<file path="config.mk">
export PLATFORM = sky130hd
export DESIGN_NAME = control_unit
export DESIGN_NICKNAME = d
export VERILOG_FILES = /design/src/rtl/control_unit.sv
export SDC_FILE = /design/constraint.sdc
export NUM_CORES = 1
export LEC_CHECK = 0
export CAP_MARGIN = 25
export CELL_PAD_IN_SITES_DETAIL_PLACEMENT = 1
export CELL_PAD_IN_SITES_GLOBAL_PLACEMENT = 2
export CORE_UTILIZATION = 21
export DETAILED_ROUTE_END_ITERATION = 10
export PLACE_DENSITY = 0.84
export SKIP_LAST_GASP = 1
export SLEW_MARGIN = 20
export SYNTH_ARGS = -nofsm -noshare
export SYNTH_HDL_FRONTEND = slang
export SYNTH_SLANG_ARGS = --single-unit
</file>
<file path="constraint.sdc">
create_clock -name clk -period 3.3 [get_ports clk]
set_input_delay 0.495 -clock clk [delete_from_list [all_inputs] [get_ports clk]]
set_output_delay 0.495 -clock clk [all_outputs]
set_load 0.01 [all_outputs]
</file>
<file path="src/rtl/control_unit.sv">
// control_unit: Moore sequencer for a single-bus CPU datapath.
// Steps T0..T7 plus RESET and HALT; every output decodes from the registered
// state, the opcode latched at the end of T2, the memory wait counter and the
// branch-taken flag. MEM_WAIT (1..7) sets how long each memory read is held.
// Optional feature: define CU_MULDIV_EN to enable the mul/div sequences;
// without it those opcodes behave as nop and HIin/LOin/ZHighIn stay low.
module control_unit #(
  parameter int unsigned MEM_WAIT = 1
) (
  input  logic        clk,
  input  logic        clr,
  input  logic [31:0] IR,
  input  logic        CON,
  output logic        PCout,
  output logic        ZLowout,
  output logic        ZHighout,
  output logic        MDRout,
  output logic        HIout,
  output logic        LOout,
  output logic        Cout,
  output logic        InPortout,
  output logic        R_out,
  output logic        BAout,
  output logic        PCin,
  output logic        IRin,
  output logic        Yin,
  output logic        MARin,
  output logic        MDRin,
  output logic        ZLowIn,
  output logic        ZHighIn,
  output logic        HIin,
  output logic        LOin,
  output logic        R_in,
  output logic        CONin,
  output logic        OutPortIn,
  output logic        Read,
  output logic        ramWE,
  output logic        IncPC,
  output logic        Gra,
  output logic        Grb,
  output logic        Grc,
  output logic        run,
  output logic [4:0]  operation
);

  localparam logic [2:0] WAIT_LOAD = 3'(MEM_WAIT - 1);

  localparam logic [4:0] OP_LD   = 5'b00000;
  localparam logic [4:0] OP_LDI  = 5'b00001;
  localparam logic [4:0] OP_ST   = 5'b00010;
  localparam logic [4:0] OP_ADD  = 5'b00011;
  localparam logic [4:0] OP_AND  = 5'b01010;
  localparam logic [4:0] OP_OR   = 5'b01011;
  localparam logic [4:0] OP_ADDI = 5'b01100;
  localparam logic [4:0] OP_ANDI = 5'b01101;
  localparam logic [4:0] OP_ORI  = 5'b01110;
`ifdef CU_MULDIV_EN
  localparam logic [4:0] OP_DIV  = 5'b01111;
  localparam logic [4:0] OP_MUL  = 5'b10000;
`endif
  localparam logic [4:0] OP_NEG  = 5'b10001;
  localparam logic [4:0] OP_NOT  = 5'b10010;
  localparam logic [4:0] OP_BR   = 5'b10011;
  localparam logic [4:0] OP_JR   = 5'b10100;
  localparam logic [4:0] OP_IN   = 5'b10110;
  localparam logic [4:0] OP_OUT  = 5'b10111;
  localparam logic [4:0] OP_MFHI = 5'b11000;
  localparam logic [4:0] OP_MFLO = 5'b11001;
  localparam logic [4:0] OP_HALT = 5'b11011;

  typedef enum logic [3:0] {
    S_RESET, S_T0, S_T1, S_T2, S_T3, S_T4, S_T5, S_T6, S_T7, S_HALT
  } state_t;

  state_t     r_state;
  state_t     w_next;
  logic [4:0] r_op;
  logic [2:0] r_wait;
  logic       r_taken;

  logic       w_alu_reg;
  logic       w_alu_imm;
  logic       w_ldi;
  logic       w_ld;
  logic       w_st;
  logic       w_addr;
  logic       w_muldiv;
  logic       w_unary;
  logic       w_br;
  logic [4:0] w_imm_op;
  logic       w_unused_ir;

  // Only the opcode field of IR is ever decoded.
  assign w_unused_ir = ^IR[26:0];

  // Instruction class flags from the latched opcode.
  always_comb begin
    w_alu_reg = (r_op >= OP_ADD) && (r_op <= OP_OR);
    w_alu_imm = (r_op == OP_ADDI) || (r_op == OP_ANDI) || (r_op == OP_ORI);
    w_ldi     = (r_op == OP_LDI);
    w_ld      = (r_op == OP_LD);
    w_st      = (r_op == OP_ST);
    w_addr    = w_ldi || w_ld || w_st;
`ifdef CU_MULDIV_EN
    w_muldiv  = (r_op == OP_MUL) || (r_op == OP_DIV);
`else
    w_muldiv  = 1'b0;
`endif
    w_unary   = (r_op == OP_NEG) || (r_op == OP_NOT);
    w_br      = (r_op == OP_BR);
    w_imm_op  = '0;
    case (r_op)
      OP_ADDI: w_imm_op = OP_ADD;
      OP_ANDI: w_imm_op = OP_AND;
      OP_ORI:  w_imm_op = OP_OR;
      default: w_imm_op = '0;
    endcase
  end

  // State register, opcode latch, memory wait counter and branch-taken flag.
  always_ff @(posedge clk) begin
    if (clr) begin
      r_state <= S_RESET;
      r_op    <= '0;
      r_wait  <= '0;
      r_taken <= 1'b0;
    end else begin
      r_state <= w_next;
      if (r_state == S_T2) r_op <= IR[31:27];
      if ((r_state == S_T0) || ((r_state == S_T5) && w_ld))
        r_wait <= WAIT_LOAD;
      else if ((r_wait != '0) && ((r_state == S_T1) || (r_state == S_T6)))
        r_wait <= r_wait - 3'd1;
      if ((r_state == S_T5) && w_br) r_taken <= CON;
    end
  end

  // Next-state sequencing; read states stay until the wait counter reaches 0.
  always_comb begin
    w_next = r_state;
    case (r_state)
      S_RESET: w_next = S_T0;
      S_T0:    w_next = S_T1;
      S_T1:    w_next = (r_wait == '0) ? S_T2 : S_T1;
      S_T2:    w_next = S_T3;
      S_T3: begin
        if (r_op == OP_HALT)
          w_next = S_HALT;
        else if (w_alu_reg || w_alu_imm || w_addr || w_muldiv || w_unary || w_br)
          w_next = S_T4;
        else
          w_next = S_T0;
      end
      S_T4:    w_next = w_unary ? S_T0 : S_T5;
      S_T5:    w_next = (w_ld || w_st || w_muldiv || w_br) ? S_T6 : S_T0;
      S_T6: begin
        if (w_ld && (r_wait != '0))
          w_next = S_T6;
        else if (w_ld || w_st)
          w_next = S_T7;
        else
          w_next = S_T0;
      end
      S_T7:    w_next = S_T0;
      S_HALT:  w_next = S_HALT;
      default: w_next = S_RESET;
    endcase
  end

  // Moore output decode per step and instruction class.
  always_comb begin
    PCout = 1'b0; ZLowout = 1'b0; ZHighout = 1'b0; MDRout = 1'b0;
    HIout = 1'b0; LOout = 1'b0; Cout = 1'b0; InPortout = 1'b0;
    R_out = 1'b0; BAout = 1'b0;
    PCin = 1'b0; IRin = 1'b0; Yin = 1'b0; MARin = 1'b0; MDRin = 1'b0;
    ZLowIn = 1'b0; ZHighIn = 1'b0; HIin = 1'b0; LOin = 1'b0; R_in = 1'b0;
    CONin = 1'b0; OutPortIn = 1'b0;
    Read = 1'b0; ramWE = 1'b0; IncPC = 1'b0; Gra = 1'b0; Grb = 1'b0; Grc = 1'b0;
    run = (r_state != S_HALT);
    operation = '0;
    case (r_state)
      S_T0: begin PCout = 1'b1; MARin = 1'b1; IncPC = 1'b1; end
      S_T1: begin Read = 1'b1; MDRin = 1'b1; end
      S_T2: begin MDRout = 1'b1; IRin = 1'b1; end
      S_T3: begin
        if (w_alu_reg || w_alu_imm) begin
          Grb = 1'b1; R_out = 1'b1; Yin = 1'b1;
        end else if (w_addr) begin
          Grb = 1'b1; BAout = 1'b1; Yin = 1'b1;
        end else if (w_muldiv) begin
          Gra = 1'b1; R_out = 1'b1; Yin = 1'b1;
        end else if (w_unary) begin
          Grb = 1'b1; R_out = 1'b1; ZLowIn = 1'b1; operation = r_op;
        end else if (w_br) begin
          Gra = 1'b1; R_out = 1'b1; CONin = 1'b1;
        end else begin
          case (r_op)
            OP_JR:   begin Gra = 1'b1; R_out = 1'b1; PCin = 1'b1; end
            OP_IN:   begin InPortout = 1'b1; Gra = 1'b1; R_in = 1'b1; end
            OP_OUT:  begin Gra = 1'b1; R_out = 1'b1; OutPortIn = 1'b1; end
            OP_MFHI: begin HIout = 1'b1; Gra = 1'b1; R_in = 1'b1; end
            OP_MFLO: begin LOout = 1'b1; Gra = 1'b1; R_in = 1'b1; end
            default: ;
          endcase
        end
      end
      S_T4: begin
        if (w_alu_reg) begin
          Grc = 1'b1; R_out = 1'b1; ZLowIn = 1'b1; operation = r_op;
        end else if (w_alu_imm) begin
          Cout = 1'b1; ZLowIn = 1'b1; operation = w_imm_op;
        end else if (w_addr) begin
          Cout = 1'b1; ZLowIn = 1'b1; operation = OP_ADD;
        end else if (w_muldiv) begin
          Grb = 1'b1; R_out = 1'b1; ZLowIn = 1'b1; ZHighIn = 1'b1; operation = r_op;
        end else if (w_unary) begin
          ZLowout = 1'b1; Gra = 1'b1; R_in = 1'b1;
        end else if (w_br) begin
          PCout = 1'b1; Yin = 1'b1;
        end
      end
      S_T5: begin
        if (w_alu_reg || w_alu_imm || w_ldi) begin
          ZLowout = 1'b1; Gra = 1'b1; R_in = 1'b1;
        end else if (w_ld || w_st) begin
          ZLowout = 1'b1; MARin = 1'b1;
        end else if (w_muldiv) begin
          ZLowout = 1'b1; LOin = 1'b1;
        end else if (w_br) begin
          Cout = 1'b1; ZLowIn = 1'b1; operation = OP_ADD;
        end
      end
      S_T6: begin
        if (w_ld) begin
          Read = 1'b1; MDRin = 1'b1;
        end else if (w_st) begin
          Gra = 1'b1; R_out = 1'b1; MDRin = 1'b1;
        end else if (w_muldiv) begin
          ZHighout = 1'b1; HIin = 1'b1;
        end else if (w_br && r_taken) begin
          ZLowout = 1'b1; PCin = 1'b1;
        end
      end
      S_T7: begin
        if (w_ld) begin
          MDRout = 1'b1; Gra = 1'b1; R_in = 1'b1;
        end else if (w_st) begin
          ramWE = 1'b1;
        end
      end
      default: ;
    endcase
  end

endmodule

</file>
==> impl_metrics.yaml <==
worst_setup_path:
  slowest_stage: "dfxtp_1"
  cpPeakStageDelay_ns: 0.59
  r2r_start: "r_state[2]$_SDFF_PP0_"
  cp-start-kind: "flip-flop"
  worstSetupPathType: "flip-flop to primary output"
  crit_start: "r_state[2]$_SDFF_PP0_"
  crit_family: "simple AND/OR/NAND/NOR gates"
  cp-end-kind: "primary output"
  path_cells: "or3b_4 -> nor2_1 -> nand3_1 -> o31ai_1 -> clkdlybuf4s50_1"
  crit_cells: 5
  worstPathRequired_ns: 2.80
  critical_path.max_fanout: 16
  r2r_cells: 4
  cp_num_buf_inv: 1
  worst_ep_arrival_time_ns: 2.54
placed_design:
  place_ws_ns: 0.530
  placedCellCount: 301
  io_buffers: 37
  gp_congestion: 0.847
  dp_hpwl_um: 3590
status:
  status: "completed"
global_routing:
  antenna_found_initial: 0
  grt_pass1_wl_um: 7580
  grt_max_degree: 21
  grt_pass1_vias: 1504
  overflow: 0
  grt_usage_pct: 14.8
sta:
  period_share_pct: 92.0
  maxSlewHeadroom_pct: 58.6
  max_freq_mhz: 329
  setup_ws_ns: 0.263
  setup_viol: 0
  worstMarginPinSlew_ns: 0.620
  fin_skew_ns: 0.00249
  hold_viol: 0
  setup_tns_ns: 0
  rsz0062_at_grt: "no"
  finalMaxSlewViolations: 0
  min_period_ns: 3.04
die:
  core_um2: 6030
  die_area_um2: 6690
  start_util_pct: 22.2
  die_w_um: 81.8
  placementRows: 28
  io_pins: 69
  die_h_um: 81.8
power:
  power_density_nw_per_um2: 247
  leakagePower_nw: 0.636
  p_total_mw: 0.446
  ir_worst_vdd_v: 0.000131
clock_tree:
  hold_buffers: 0
  cts-root-buf: "clkbuf_8"
  clk_pin_slew_ns: 0.06
  cts_resized: 0
  cts_tree: "built"
  clkSinkCount: 13
  insertion_delay_ns: 0.25
  cts_setup_buffers: 0
  cts_inserted_buffers: 3
  clockBufferDepth: 2
  h-tree-depth: 1
cells_and_area:
  multi_input_area_um2: 961
  fin_nets: 268
  regArea_um2: 260
  fin_cells: 305
  n_antenna_cell: 0
  post-route-util_pct: 30.0
  fill_cells: 772
  syn_to_final_growth_pct: 35.4
  drive_gt1_share_pct: 7.83
route:
  wire_per_inst_um: 15.2
  routed_wl_um: 4630
  drtAntennaViolNets: 0
  vias_per_cell: 5.10
  detail_route.first_pass.iterations: 4
  route.detailed.drc: 0
  drtIter0Drc: 108
  vias: 1557
logic_synthesis:
  yosys.area.top_type: "dfxtp_1"
  synth_top_area_share_pct: 19.5
  yosys-top-cells-count: "nand2_1 (24), nor2_1 (17), o21ai_0 (16)"
  synth_cell_type_count: 53
  postSynth.asyncResetShare_pct: 0
  synthMostInstantiatedCell: "nand2_1"
  synth.area.top_cells: "dfxtp_1 (19%), nand2_1 (6.7%), o21ai_0 (6.0%), nor2_1 (4.8%), a21oi_1 (3.7%)"
  ys_warn_count: 0
  synthFlopType: "dfxtp_1"
  synthesis.area_um2: 1340
  ys_ff_latch: 13
  synth_edf_count: 0
  synthesis.instances: 199
  syn_avg_cell_area_um2: 6.71
  synth_seq_area_share_pct: 19.5
hold_path:
  worstHoldPathType: "flip-flop to flip-flop"
  hp-start: "r_op[2]$_SDFFE_PP0P_"
  hold_depth: 2
job:
  cap_violations: 0
==> placed cells by master (no fill, tap or decap), types with 2 or more instances in the layout <==
cell and count:
ha_1 2, o221ai_1 2, a211oi_1 2, xnor2_1 3
and3_1 4, buf_4 5, a31oi_1 6, o21ai_0 16
conb_1 4, or2_2 3, nor2b_1 5, o32ai_1 2
and4bb_2 2, nor3_1 8, clkdlybuf4s50_1 37, nand2b_1 6
clkbuf_8 3, a21oi_1 10, nor2_1 17, nand3_1 10
nand2_1 24, nor3b_1 2, or4bb_1 2, dfxtp_1 13
nand4_1 3, inv_1 11, a211o_1 2
==> worst min-delay path, stage by stage, from the launching register on <==
cell and delay, ns:
dfxtp_1 0.33, nand2_1 0.06, a21oi_1 0.05
==> through the flow <==
step	instance area (um^2)	hold slack, ns
final	1810	0.482
after CTS	1810	0.489
after detailed placement	1760	0.481
after global routing	1810	0.522
after floorplan	1350	0.454
after global placement	1760	0.472
==> per-layer routing <==
metal	routed length (um)	up-vias	track usage, %
met5	0	-	0
met4	46	0	4.21
met3	235	5	1.78
met2	2080	47	23.8
met1	2270	736	20.6
li1	-	769	-
==> path summary, 6_finish.rpt <==
path | end | slack (ns)
worst min-delay path | r_op[2]$_SDFFE_PP0P_ | 0.48
worst min register to register | r_op[2]$_SDFFE_PP0P_ | 0.48
worst max register to register | r_state[3]$_SDFF_PP0_ | 1.35
worst max-delay path | PCin | 0.26
==> flip-flops by register name (all words and copies together), names as in the netlist <==
register and flops:
r_taken 1, r_state 4, r_op 5, r_wait 3
==> where the power goes <==
| part | internal [mW] | switching, mW |
|---|---|---|
| combinational | 0.0549 | 0.0576 |
| sequential | 0.162 | 0.0196 |
| clock | 0.0857 | 0.0664 |
| total | 0.303 | 0.144 |
==> final cells by class <==
class,count,share of cell area [%]
Timing Repair Buffer,42,22.5
Clock buffer,4,2.49
Sequential cell,13,14.4
Multi-Input combinational cell,160,53.1
Inverter,11,2.28
Tap cell,75,5.19
==> logic make-up after synthesis <==
family | synth area share (%)
AND/OR/NAND/NOR | 40.8
AO/OA/AOI/OAI | 24.7
buffers and inverters | 9.46
flip-flops | 19.5
XOR/XNOR | 2.62
adder cells (fa/ha/maj) | 1.87
other | 0.281
multiplexers | 0.749
Note: power is estimated with default switching activity, not from simulation.
